## src/rtl/clk_div_cfg_pkg.sv

```systemverilog
// Shared types and constants for the divider configuration front-end.
package clk_div_pkg;

  // Controller states; SETTLE is also the post-reset state.
  typedef enum logic [1:0] {
    IDLE   = 2'd0,
    DRAIN  = 2'd1,
    HOLD   = 2'd2,
    SETTLE = 2'd3
  } state_t;

  // Ratio 0 underflows the divider compare and 1 sticks its output low.
  localparam int MIN_DIV          = 2;
  localparam int DEF_WIDTH        = 7;
  localparam int DEF_DIV          = 4;
  localparam int DEF_HOLD_CYCLES  = 2;
  localparam int DEF_LOCK_PERIODS = 2;

  // A ratio is legal when it is not below the minimum the divider tolerates.
  function automatic logic ratio_legal(input int unsigned ratio, input int unsigned min_div);
    return ratio >= min_div;
  endfunction

endpackage

```

## src/rtl/clk_div_cfg_if.sv

```systemverilog
// Request/status bundle between a ratio requester and the configuration block.
//
// Handshake: a request transfers on a rising clk edge where req_valid and
// req_ready are both high; req_div is only meaningful at that edge. A valid
// raised while req_ready is low is ignored, not queued.
interface clk_div_cfg_if #(
  parameter int WIDTH = 7
);
  logic             req_valid;
  logic             req_ready;
  logic [WIDTH-1:0] req_div;
  logic [WIDTH-1:0] div_num;
  logic             div_rst;
  logic [WIDTH-1:0] phase;
  logic             locked;
  logic             cfg_done;
  logic             cfg_err;

  modport master (
    output req_valid, req_div,
    input  req_ready, div_num, div_rst, phase, locked, cfg_done, cfg_err
  );

  modport slave (
    input  req_valid, req_div,
    output req_ready, div_num, div_rst, phase, locked, cfg_done, cfg_err
  );
endinterface

```

## src/rtl/clk_div_cfg_div_phase_ctr.sv

```systemverilog
// Shadow of the divider's rising-edge counter: counts 0..div_num-1 and wraps,
// held at 0 while clr_i is high. wrap_o marks the last phase of a period.
module div_phase_ctr #(
  parameter int WIDTH = 7
) (
  input  logic             clk,
  input  logic             clr_i,
  input  logic [WIDTH-1:0] div_num_i,
  output logic [WIDTH-1:0] phase_o,
  output logic             wrap_o
);
  logic [WIDTH-1:0] phase_q;
  logic [WIDTH-1:0] phase_d;
  logic             at_last;

  // div_num_i is never below 2, so the subtraction cannot underflow.
  assign at_last = (phase_q == (div_num_i - WIDTH'(1)));
  assign wrap_o  = at_last && !clr_i;
  assign phase_o = phase_q;

  // Next phase: clear, wrap to zero after the last phase, or count up.
  always_comb begin
    phase_d = phase_q + WIDTH'(1);
    if (clr_i || at_last) phase_d = '0;
  end

  // Phase register.
  always_ff @(posedge clk) begin
    phase_q <= phase_d;
  end
endmodule

```

## src/rtl/clk_div_cfg.sv

```systemverilog
// Configuration front-end for the runtime clock divider: accepts new ratios,
// swaps them in at a period boundary, clears the divider counters, and reports
// lock after a number of clean output periods.
module clk_div_cfg
  import clk_div_pkg::*;
#(
  parameter int WIDTH        = DEF_WIDTH,
  parameter int DEFAULT_DIV  = DEF_DIV,
  parameter int MIN_DIV      = clk_div_pkg::MIN_DIV,
  parameter int HOLD_CYCLES  = DEF_HOLD_CYCLES,
  parameter int LOCK_PERIODS = DEF_LOCK_PERIODS
) (
  input  logic         clk,
  input  logic         reset,
  clk_div_cfg_if.slave cfg,
  output state_t       state_o
);
  localparam int HCW = $clog2(HOLD_CYCLES + 1);
  localparam int WCW = $clog2(LOCK_PERIODS + 1);

  if (DEFAULT_DIV < MIN_DIV || DEFAULT_DIV > (1 << WIDTH) - 1) begin : g_bad_default
    $error("clk_div_cfg: DEFAULT_DIV out of legal range");
  end
  if (MIN_DIV < 2 || HOLD_CYCLES < 1 || LOCK_PERIODS < 1) begin : g_bad_param
    $error("clk_div_cfg: MIN_DIV >= 2, HOLD_CYCLES >= 1, LOCK_PERIODS >= 1 required");
  end

  state_t           state_q, state_d;
  logic [WIDTH-1:0] req_q, req_d;
  logic [WIDTH-1:0] div_num_q, div_num_d;
  logic             div_rst_q, div_rst_d;
  logic [HCW-1:0]   hold_cnt_q, hold_cnt_d;
  logic [WCW-1:0]   wrap_cnt_q, wrap_cnt_d;
  logic             pend_q, pend_d;
  logic             cfg_done_q, cfg_done_d;
  logic             cfg_err_q, cfg_err_d;

  logic             req_ready;
  logic             locked;
  logic             handshake;
  logic             req_legal;
  logic             req_same;
  logic             wrap;
  logic             last_wrap;
  logic [WIDTH-1:0] phase;

  div_phase_ctr #(.WIDTH(WIDTH)) u_phase (
    .clk       (clk),
    .clr_i     (reset || div_rst_q),
    .div_num_i (div_num_q),
    .phase_o   (phase),
    .wrap_o    (wrap)
  );

  assign handshake = cfg.req_valid && req_ready;
  assign req_legal = ratio_legal(32'(cfg.req_div), MIN_DIV);
  assign req_same  = (cfg.req_div == div_num_q);
  assign last_wrap = (wrap_cnt_q == WCW'(LOCK_PERIODS - 1));

  // State register; reset lands in SETTLE so the default ratio is proven first.
  always_ff @(posedge clk) begin
    if (reset) state_q <= SETTLE;
    else       state_q <= state_d;
  end

  // Next-state logic.
  always_comb begin
    state_d = state_q;
    unique case (state_q)
      IDLE:   if (handshake && req_legal && !req_same) state_d = DRAIN;
      DRAIN:  if (wrap) state_d = HOLD;
      HOLD:   if (hold_cnt_q == '0) state_d = SETTLE;
      SETTLE: if (wrap && last_wrap) state_d = IDLE;
    endcase
  end

  // Moore outputs: ready only in IDLE, lock lost from HOLD until settled.
  always_comb begin
    req_ready = 1'b0;
    locked    = 1'b0;
    unique case (state_q)
      IDLE:    begin req_ready = 1'b1; locked = 1'b1; end
      DRAIN:   locked = 1'b1;
      default: ;
    endcase
  end

  // Datapath next values: request capture, ratio swap, hold and wrap counting.
  always_comb begin
    req_d      = req_q;
    div_num_d  = div_num_q;
    div_rst_d  = div_rst_q;
    hold_cnt_d = hold_cnt_q;
    wrap_cnt_d = wrap_cnt_q;
    pend_d     = pend_q;
    cfg_done_d = 1'b0;
    cfg_err_d  = 1'b0;
    unique case (state_q)
      IDLE: begin
        if (handshake) begin
          req_d = cfg.req_div;
          if (!req_legal)    cfg_err_d  = 1'b1;
          else if (req_same) cfg_done_d = 1'b1;
          else               pend_d     = 1'b1;
        end
      end
      DRAIN: begin
        // Swap only at a period boundary so no truncated output period escapes.
        if (wrap) begin
          div_num_d  = req_q;
          div_rst_d  = 1'b1;
          hold_cnt_d = HCW'(HOLD_CYCLES - 1);
        end
      end
      HOLD: begin
        if (hold_cnt_q == '0) begin
          div_rst_d  = 1'b0;
          wrap_cnt_d = '0;
        end else begin
          hold_cnt_d = hold_cnt_q - HCW'(1);
        end
      end
      SETTLE: begin
        if (wrap) begin
          if (last_wrap) begin
            cfg_done_d = pend_q;
            pend_d     = 1'b0;
          end else begin
            wrap_cnt_d = wrap_cnt_q + WCW'(1);
          end
        end
      end
    endcase
  end

  // Datapath registers; reset drops any pending request silently.
  always_ff @(posedge clk) begin
    if (reset) begin
      req_q      <= '0;
      div_num_q  <= WIDTH'(DEFAULT_DIV);
      div_rst_q  <= 1'b0;
      hold_cnt_q <= '0;
      wrap_cnt_q <= '0;
      pend_q     <= 1'b0;
      cfg_done_q <= 1'b0;
      cfg_err_q  <= 1'b0;
    end else begin
      req_q      <= req_d;
      div_num_q  <= div_num_d;
      div_rst_q  <= div_rst_d;
      hold_cnt_q <= hold_cnt_d;
      wrap_cnt_q <= wrap_cnt_d;
      pend_q     <= pend_d;
      cfg_done_q <= cfg_done_d;
      cfg_err_q  <= cfg_err_d;
    end
  end

  assign cfg.req_ready = req_ready;
  assign cfg.div_num   = div_num_q;
  assign cfg.div_rst   = div_rst_q;
  assign cfg.phase     = phase;
  assign cfg.locked    = locked;
  assign cfg.cfg_done  = cfg_done_q;
  assign cfg.cfg_err   = cfg_err_q;
  assign state_o       = state_q;
endmodule

```

## src/flat_wrapper.sv

```systemverilog
// flat-port wrapper written by rule: the top's interface ports become plain ports
module clk_div_cfg_flat import clk_div_pkg::*;
#(
  parameter int WIDTH        = DEF_WIDTH,
  parameter int DEFAULT_DIV  = DEF_DIV,
  parameter int MIN_DIV      = clk_div_pkg::MIN_DIV,
  parameter int HOLD_CYCLES  = DEF_HOLD_CYCLES,
  parameter int LOCK_PERIODS = DEF_LOCK_PERIODS
)
  (clk, reset, state_o, cfg_req_valid, cfg_req_div, cfg_req_ready, cfg_div_num, cfg_div_rst, cfg_phase, cfg_locked, cfg_cfg_done, cfg_cfg_err);
  clk_div_cfg_if #(.WIDTH(WIDTH)) cfg_i ();
  input  logic clk;
  input  logic reset;
  output state_t state_o;
  input wire logic [$bits(cfg_i.req_valid)-1:0] cfg_req_valid;
  input wire logic [$bits(cfg_i.req_div)-1:0] cfg_req_div;
  output wire logic [$bits(cfg_i.req_ready)-1:0] cfg_req_ready;
  output wire logic [$bits(cfg_i.div_num)-1:0] cfg_div_num;
  output wire logic [$bits(cfg_i.div_rst)-1:0] cfg_div_rst;
  output wire logic [$bits(cfg_i.phase)-1:0] cfg_phase;
  output wire logic [$bits(cfg_i.locked)-1:0] cfg_locked;
  output wire logic [$bits(cfg_i.cfg_done)-1:0] cfg_cfg_done;
  output wire logic [$bits(cfg_i.cfg_err)-1:0] cfg_cfg_err;
  assign cfg_i.req_valid = cfg_req_valid;
  assign cfg_i.req_div = cfg_req_div;
  assign cfg_req_ready = cfg_i.req_ready;
  assign cfg_div_num = cfg_i.div_num;
  assign cfg_div_rst = cfg_i.div_rst;
  assign cfg_phase = cfg_i.phase;
  assign cfg_locked = cfg_i.locked;
  assign cfg_cfg_done = cfg_i.cfg_done;
  assign cfg_cfg_err = cfg_i.cfg_err;
  clk_div_cfg #(.WIDTH(WIDTH), .DEFAULT_DIV(DEFAULT_DIV), .MIN_DIV(MIN_DIV), .HOLD_CYCLES(HOLD_CYCLES), .LOCK_PERIODS(LOCK_PERIODS)) u_core (.clk(clk), .reset(reset), .cfg(cfg_i), .state_o(state_o));
endmodule
```

## config.mk

```make
export PLATFORM = sky130hd
export DESIGN_NAME = clk_div_cfg_flat
export DESIGN_NICKNAME = d
export VERILOG_FILES = /design/src/rtl/clk_div_cfg_pkg.sv /design/src/rtl/clk_div_cfg_if.sv /design/src/rtl/clk_div_cfg_div_phase_ctr.sv /design/src/rtl/clk_div_cfg.sv /design/src/flat_wrapper.sv
export SDC_FILE = /design/constraint.sdc
export NUM_CORES = 1
export LEC_CHECK = 0
export CAP_MARGIN = 10
export CORE_ASPECT_RATIO = 0.5
export CORE_MARGIN = 2
export CORE_UTILIZATION = 56
export CTS_CLUSTER_DIAMETER = 50
export CTS_CLUSTER_SIZE = 8
export DETAILED_ROUTE_END_ITERATION = 8
export MAX_ROUTING_LAYER = met4
export PLACE_DENSITY = 0.93
export SYNTH_ARGS = -nofsm -noshare
export SYNTH_HDL_FRONTEND = slang
export SYNTH_HIERARCHICAL = 1
export SYNTH_SLANG_ARGS = --single-unit
```

## constraint.sdc

```tcl
create_clock -name clk -period 4.6 [get_ports clk]
set_input_delay 0.92 -clock clk [delete_from_list [all_inputs] [get_ports clk]]
set_output_delay 0.92 -clock clk [all_outputs]
set_load 0.01 [all_outputs]
```

* Word level (Yosys, flattened, before mapping) *
Cells that the tools add are included.

storage, ports and cells
  word-level logic and storage cells = 87
  memory bits (read-only) = 0
  register bits = 31
  bits in latches = 0
  memory bits (writable) = 0
  memories kept = 0

operators by class
  div/mod/pow operators = 0
  order comparisons = 1
  bitwise gates (word level) = 2
  mux-type cells = 30
  shifts and indexed selects = 0
  reduce and logical (&&, ||, !) cells = 23
  $add $sub $neg = 4
  multipliers = 0
  equal/unequal tests = 17

operators by type and width
  operator                                                                  count
  2-bit 2-to-1 mux                                                          9
  2-bit by 1-bit inequality test with 1-bit output (second input constant)  8
  1-bit 2-to-1 mux                                                          15
  7-bit equality test                                                       2
  2-bit one-hot mux with 2 select lines                                     2
  2-bit one-hot mux with 4 select lines                                     1
  4-bit AND reduction                                                       2
  7-bit by 1-bit adder with 7-bit output (second input constant)            1
  7-bit by 2-bit >= comparator with 1-bit output (second input constant)    1
  7-bit by 1-bit subtractor with 7-bit output (second input constant)       1
  2-bit inequality test (second input constant)                             3
  1-bit one-hot mux with 2 select lines                                     3
  3-bit AND reduction                                                       2
  6-bit AND reduction                                                       1
  2-bit nonzero test                                                        3
  1-bit logical AND                                                         5
  2-bit by 1-bit equality test with 1-bit output (second input constant)    2
  2-bit equality test (second input constant)                               2
  2-bit logical NOT                                                         2
  2-bit AND reduction                                                       2
  3-bit OR reduction                                                        1
  2-bit by 1-bit adder with 2-bit output (second input constant)            1
  1-bit logical NOT                                                         2
  1-bit logical OR                                                          2
  other kinds (3)                                                           4

* Longest topological paths before layout *
  word-level depth = 7
  depth in mapped cells = 11
  mapped depth without buffers = 11

* By module *
The synthesis kept the hierarchy.

by module, submodules not included
  module         instances  seq. area each (um2)  area each (um2)  cells an instance
  clk_div_cfg    1          480.5                 1228.7           151
  div_phase_ctr  1          140.1                 506.7            53

* Worst setup path after synthesis *
Ideal clock, no wire load.

  path kind = input to register
  start point = input reset
  end point = register u_core.div_num_q[2], in the netlist u_core/cfg.div_num[2]
  arrival = 2.439 ns
  setup time = 0.120 ns
  path slack = 2.041 ns
  stages on the path = 7
  cell sequence = buf_4 -> or2_2 -> buf_1 -> and4b_1 -> buf_2 -> nand2_1 -> a211o_1

on the way
  longest elaborated chain between the ends = 4

RTL lines
  element                               RTL line                         RTL
  start: declaration                    flat_wrapper.sv:13               input logic reset;
  1-bit logical OR                      clk_div_cfg.sv:49                .clr_i (reset || div_rst_q),
  1-bit logical NOT                     clk_div_cfg_div_phase_ctr.sv:18  assign wrap_o = at_last && !clr_i;
  1-bit logical AND                     clk_div_cfg_div_phase_ctr.sv:18
  net u_core.wrap                       clk_div_cfg.sv:43                logic wrap;
  2-bit AND reduction (no source line)  -
  end signal: assignment                clk_div_cfg.sv:140               div_num_q <= WIDTH'(DEFAULT_DIV);
  end signal: assignment                clk_div_cfg.sv:149               div_num_q <= div_num_d;
  end: declaration                      clk_div_cfg.sv:30                logic [WIDTH-1:0] div_num_q, div_num_d;

The timed path passes the listed nets, and every way through them passes these cells.
A chain may end at the register's enable or synchronous reset.

* Worst setup path after layout *
  start point = register u_core.div_num_q[0], in the netlist u_core/cfg.div_num[0]
  end point = register u_core.state_q[1], in the netlist u_core/state_o[1]

on the way
  longest elaborated chain between the ends = 6
  elaborated cells between the ends (all ways) = 11
  classes of those cells = add/sub (1); eq/ne (5); reduce/logical (5)

RTL lines
  element                                                            RTL line                         RTL
  7-bit by 1-bit subtractor with 7-bit output *                      clk_div_cfg_div_phase_ctr.sv:17  assign at_last = (phase_q == (div_num_i - WIDTH'(1)));
  7-bit equality test *                                              clk_div_cfg_div_phase_ctr.sv:17
  1-bit logical AND *                                                clk_div_cfg_div_phase_ctr.sv:18
  net u_core.wrap                                                    clk_div_cfg.sv:43
  1-bit logical AND                                                  clk_div_cfg.sv:73                SETTLE: if (wrap && last_wrap) state_d = IDLE;
  2-bit by 1-bit inequality test with 1-bit output (no source line)  -
  4-bit AND reduction (no source line) *                             -
  end signal: assignment                                             clk_div_cfg.sv:63                else state_q <= state_d;
  end: declaration                                                   clk_div_cfg.sv:28                state_t state_q, state_d;

The timed path passes the listed nets; every way through them passes the cells marked *.

==> metrics <==
DR iter-0 viols=between 100 and 150; Skew-Pair Late Insertion Delay=approximately 0.28 ns; largest net degree at the start of global routing=28; critical path arrival=3.33 ns; Die X=slightly above 80 µm; Remaining DRCs=0; Worst-path clk slew=approximately 0.06 ns; Buffers on Ports=30; worst hold path class=register to register; Peak VDD IR=274 µV; Routed Antenna Nets=0; grt total ovfl=0; Fin. Hold Viols=0; XOR/XNOR Fraction of Synth Area=around 12%; worst r2r dst=u_core/state_o[1]$_SDFFE_PP1P_; Clock Sinks=31; Root Buffer=clkbuf_8; Avg Inst Size Synth=8.51 µm²; Synth Warn #=6; crit path time final=approximately 3.1 ns; combinational power share=31.2%; Adder-Cell Fraction of Synth Area=roughly 6.5%; stages on the worst setup path=10; setup_tns=0 ns; Rows=14; reg2reg path depth=10; asr flop ratio synth=0%; CP max stage cell=and4b_1; leakage power=0.754 nW; Main synth FF type=dfxtp_1; CP Buf/Inv Count=1; die area=between 3000 and 4000 µm²; final layout net count=252; Distinct cells, synth=42; Final setup viols=0; Synth Area in Compound Gates=15.6%; internal power=approximately 0.54 mW; Crit Path Max Fanout=15; worst reg2reg path startpoint=u_core/cfg.div_num[0]$_SDFFE_PP0P_; CP Class=register to register; CP startpoint kind=register; Syn Inst Count=~200; routability cong.=between 0.8 and 0.9; most common cell after layout, fill and taps aside=dfxtp_1; Seq/Total Area, Yosys=35.8%; RSZ-0062 raised after global routing=no; met2 wire length=between 2 and 2.5 mm; Area Overhead vs Synth=23.8%; met1 WL=about 1.7 mm; core area=a little under 3000 µm²; sequential share of power=about two fifths; most frequent cells in the layout=dfxtp_1 (31), clkdlybuf4s50_1 (30), nand2_1 (21); CTS buffer count=5; worst path cell trace=inv_1, ha_1, xnor2_1, nor4_2, and4b_1, nor2b_1, nor2_1, a21oi_1, nor3_2, mux2i_1; Worst Skew=0.00294 ns; Tcrit/Tclk final=between 60 and 70%; Crit path required time=around 4.8 ns; Starting Density=around three fifths; status=complete, no violations; Worst Setup SP=u_core/cfg.div_num[0]$_SDFFE_PP0P_; max-slew violations=0; initial antenna violation count=0; largest family of logic cells by synthesized area=simple AND/OR/NAND/NOR gates; number of global-route vias before repair=approximately 1400; All-Layer GR Usage=25.1%; Synth Area in Simple Gates=between 20% and 30%; worst-margin pin slew=approximately 0.68 ns; CTS resizes=0; wire per inst=between 10 and 15 µm; max frequency=approximately 0.32 GHz; syn_nets=about 220; Clock Tree Buf Depth=2; max-cap violation count=0; Crit path largest cell delay=around 0.64 ns; H-tree levels=2; Switching Share=a little under a third; crit-path leading delay family=simple AND/OR/NAND/NOR gates; DIE HEIGHT=43.4 µm; Worst R2R Setup Slack=approximately 1.5 ns; HPWL Detailed=between 2 and 3 mm; Yosys reg bits=31; post-synthesis cell area=~1700 µm²; Post-CTS Setup Bufs=0; Top Ports=31; DR pass1 iterations=4; final wirelength=around 4 mm; Max-slew headroom=between 50% and 60%; Util after Layout=just over 70%; DR WL met3=roughly 230 µm; layout cells sized above 1=under 10%; first-pass GRT wire length=between 6 and 7 mm; Net Switching=0.251 mW; vias=roughly 1600; # hold bufs at CTS=0; Post-synth EDFFs=0; DR vias/cell=between 5 and 6; pwr/cell area=between 300 and 400 nW/µm²; top sig layer=met4; multiplexer area fraction after synthesis=around 1.8%; CP endpoint kind=register; CTS tree=done; Worst Setup EP=u_core/state_o[1]$_SDFFE_PP1P_; Clk pwr share=between 20 and 30%; ANT cells=0
-- cell families after synthesis --
family,count (synthesis)
buf+inv,19
fa+ha+maj,9
xor+xnor,22
compound gates,39
flops,31
simple gates,81
mux,3
-- worst reg2reg max path: stages, from the launching register on --
cell,delay (ns)
dfxtp_1,0.50
inv_1,0.08
ha_1,0.31
xnor2_1,0.15
nor4_2,0.59
and4b_1,0.64
nor2b_1,0.16
nor2_1,0.12
a21oi_1,0.06
nor3_2,0.21
mux2i_1,0.21
-- power groups by stage --
| stage | logic, mW | registers [mW] | clock network, mW |
|---|---|---|---|
| after CTS | 0.244 | 0.309 | 0.235 |
| final | 0.246 | 0.309 | 0.233 |
| after global routing | 0.269 | 0.314 | 0.248 |
| after detailed placement | 0.240 | 0.315 | 0 |
| after global placement | 0.229 | 0.313 | 0 |
| after floorplan | 0.163 | 0.316 | 0 |
-- cell type report --
class	count	area, µm²
Timing Repair Buffer	31	308
Multi-Input combinational cell	154	1030
Fill cell	213	830
Tap cell	40	50.0
Sequential cell	31	621
Inverter	10	37.5
Clock buffer	8	100
-- metal layers --
metal,GRT usage (%),vias to the layer above
met2,42.3,66
met4,7.87,0
li1,-,773
met1,30.6,741
met5,-,-
met3,5.00,4
-- worst min-delay path by stage --
stage / cells after the start / slack [ns] / from / to
finish: 2 / 0.46 / u_core/req_q[5]$_SDFFE_PP0P_ / u_core/req_q[5]$_SDFFE_PP0P_
global route: 2 / 0.48 / u_core/req_q[5]$_SDFFE_PP0P_ / u_core/req_q[5]$_SDFFE_PP0P_
CTS: 2 / 0.46 / u_core/req_q[0]$_SDFFE_PP0P_ / u_core/req_q[0]$_SDFFE_PP0P_
detailed placement: 2 / 0.45 / u_core/req_q[0]$_SDFFE_PP0P_ / u_core/req_q[0]$_SDFFE_PP0P_
global placement: 2 / 0.44 / u_core/req_q[2]$_SDFFE_PP0P_ / u_core/req_q[2]$_SDFFE_PP0P_
floorplan: 2 / 0.43 / u_core/req_q[2]$_SDFFE_PP0P_ / u_core/req_q[2]$_SDFFE_PP0P_
-- synthesized netlist by cell type (all sizes together), types with 2 or more instances --
| cell type | count | share of area [%] |
|---|---|---|
| or2 | 2 | 0.72 |
| nor3 | 7 | 2.3 |
| nand2 | 21 | 4.5 |
| xnor2 | 17 | 9.0 |
| ha | 9 | 6.5 |
| nor3b | 2 | 0.86 |
| nor2 | 14 | 3.0 |
| xor2 | 5 | 2.5 |
| dfxtp | 31 | 36 |
| nand3b | 2 | 0.86 |
| nor4 | 2 | 1.1 |
| a311oi | 7 | 3.5 |
| a21oi | 18 | 5.2 |
| nand2b | 3 | 1.1 |
| buf | 5 | 1.5 |
| inv | 10 | 2.2 |
| a211o | 2 | 1.0 |
| a31oi | 2 | 0.72 |
| nand3 | 17 | 4.9 |
| clkbuf | 4 | 1.1 |
| o21ai | 3 | 0.86 |
| nor2b | 4 | 1.4 |
| nand4 | 3 | 1.1 |
| mux2i | 2 | 1.2 |
-- metrics by stage --
stage	total power, mW	setup slack (ns)	instance area, µm²	instances	hold slack [ns]
detailed placement	0.555	1.27	2050	266	0.447
floorplan	0.479	2.04	1740	204	0.432
finish	0.788	1.48	2150	274	0.460
global route	0.830	1.19	2150	274	0.477
CTS	0.788	1.52	2150	274	0.456
global placement	0.542	1.38	2050	266	0.439
-- state kept, by name (all words and copies together), names as in the netlist --
name                    count
u_core/cfg.cfg_done         1
u_core/cfg.div_num          7
u_core/u_phase/phase_o      7
u_core/hold_cnt_q           2
u_core/wrap_cnt_q           2
u_core/req_q                7
u_core/state_o              2
u_core/cfg.cfg_err          1
u_core/pend_q               1
u_core/cfg.div_rst          1
(Power assumes the default switching activity.)
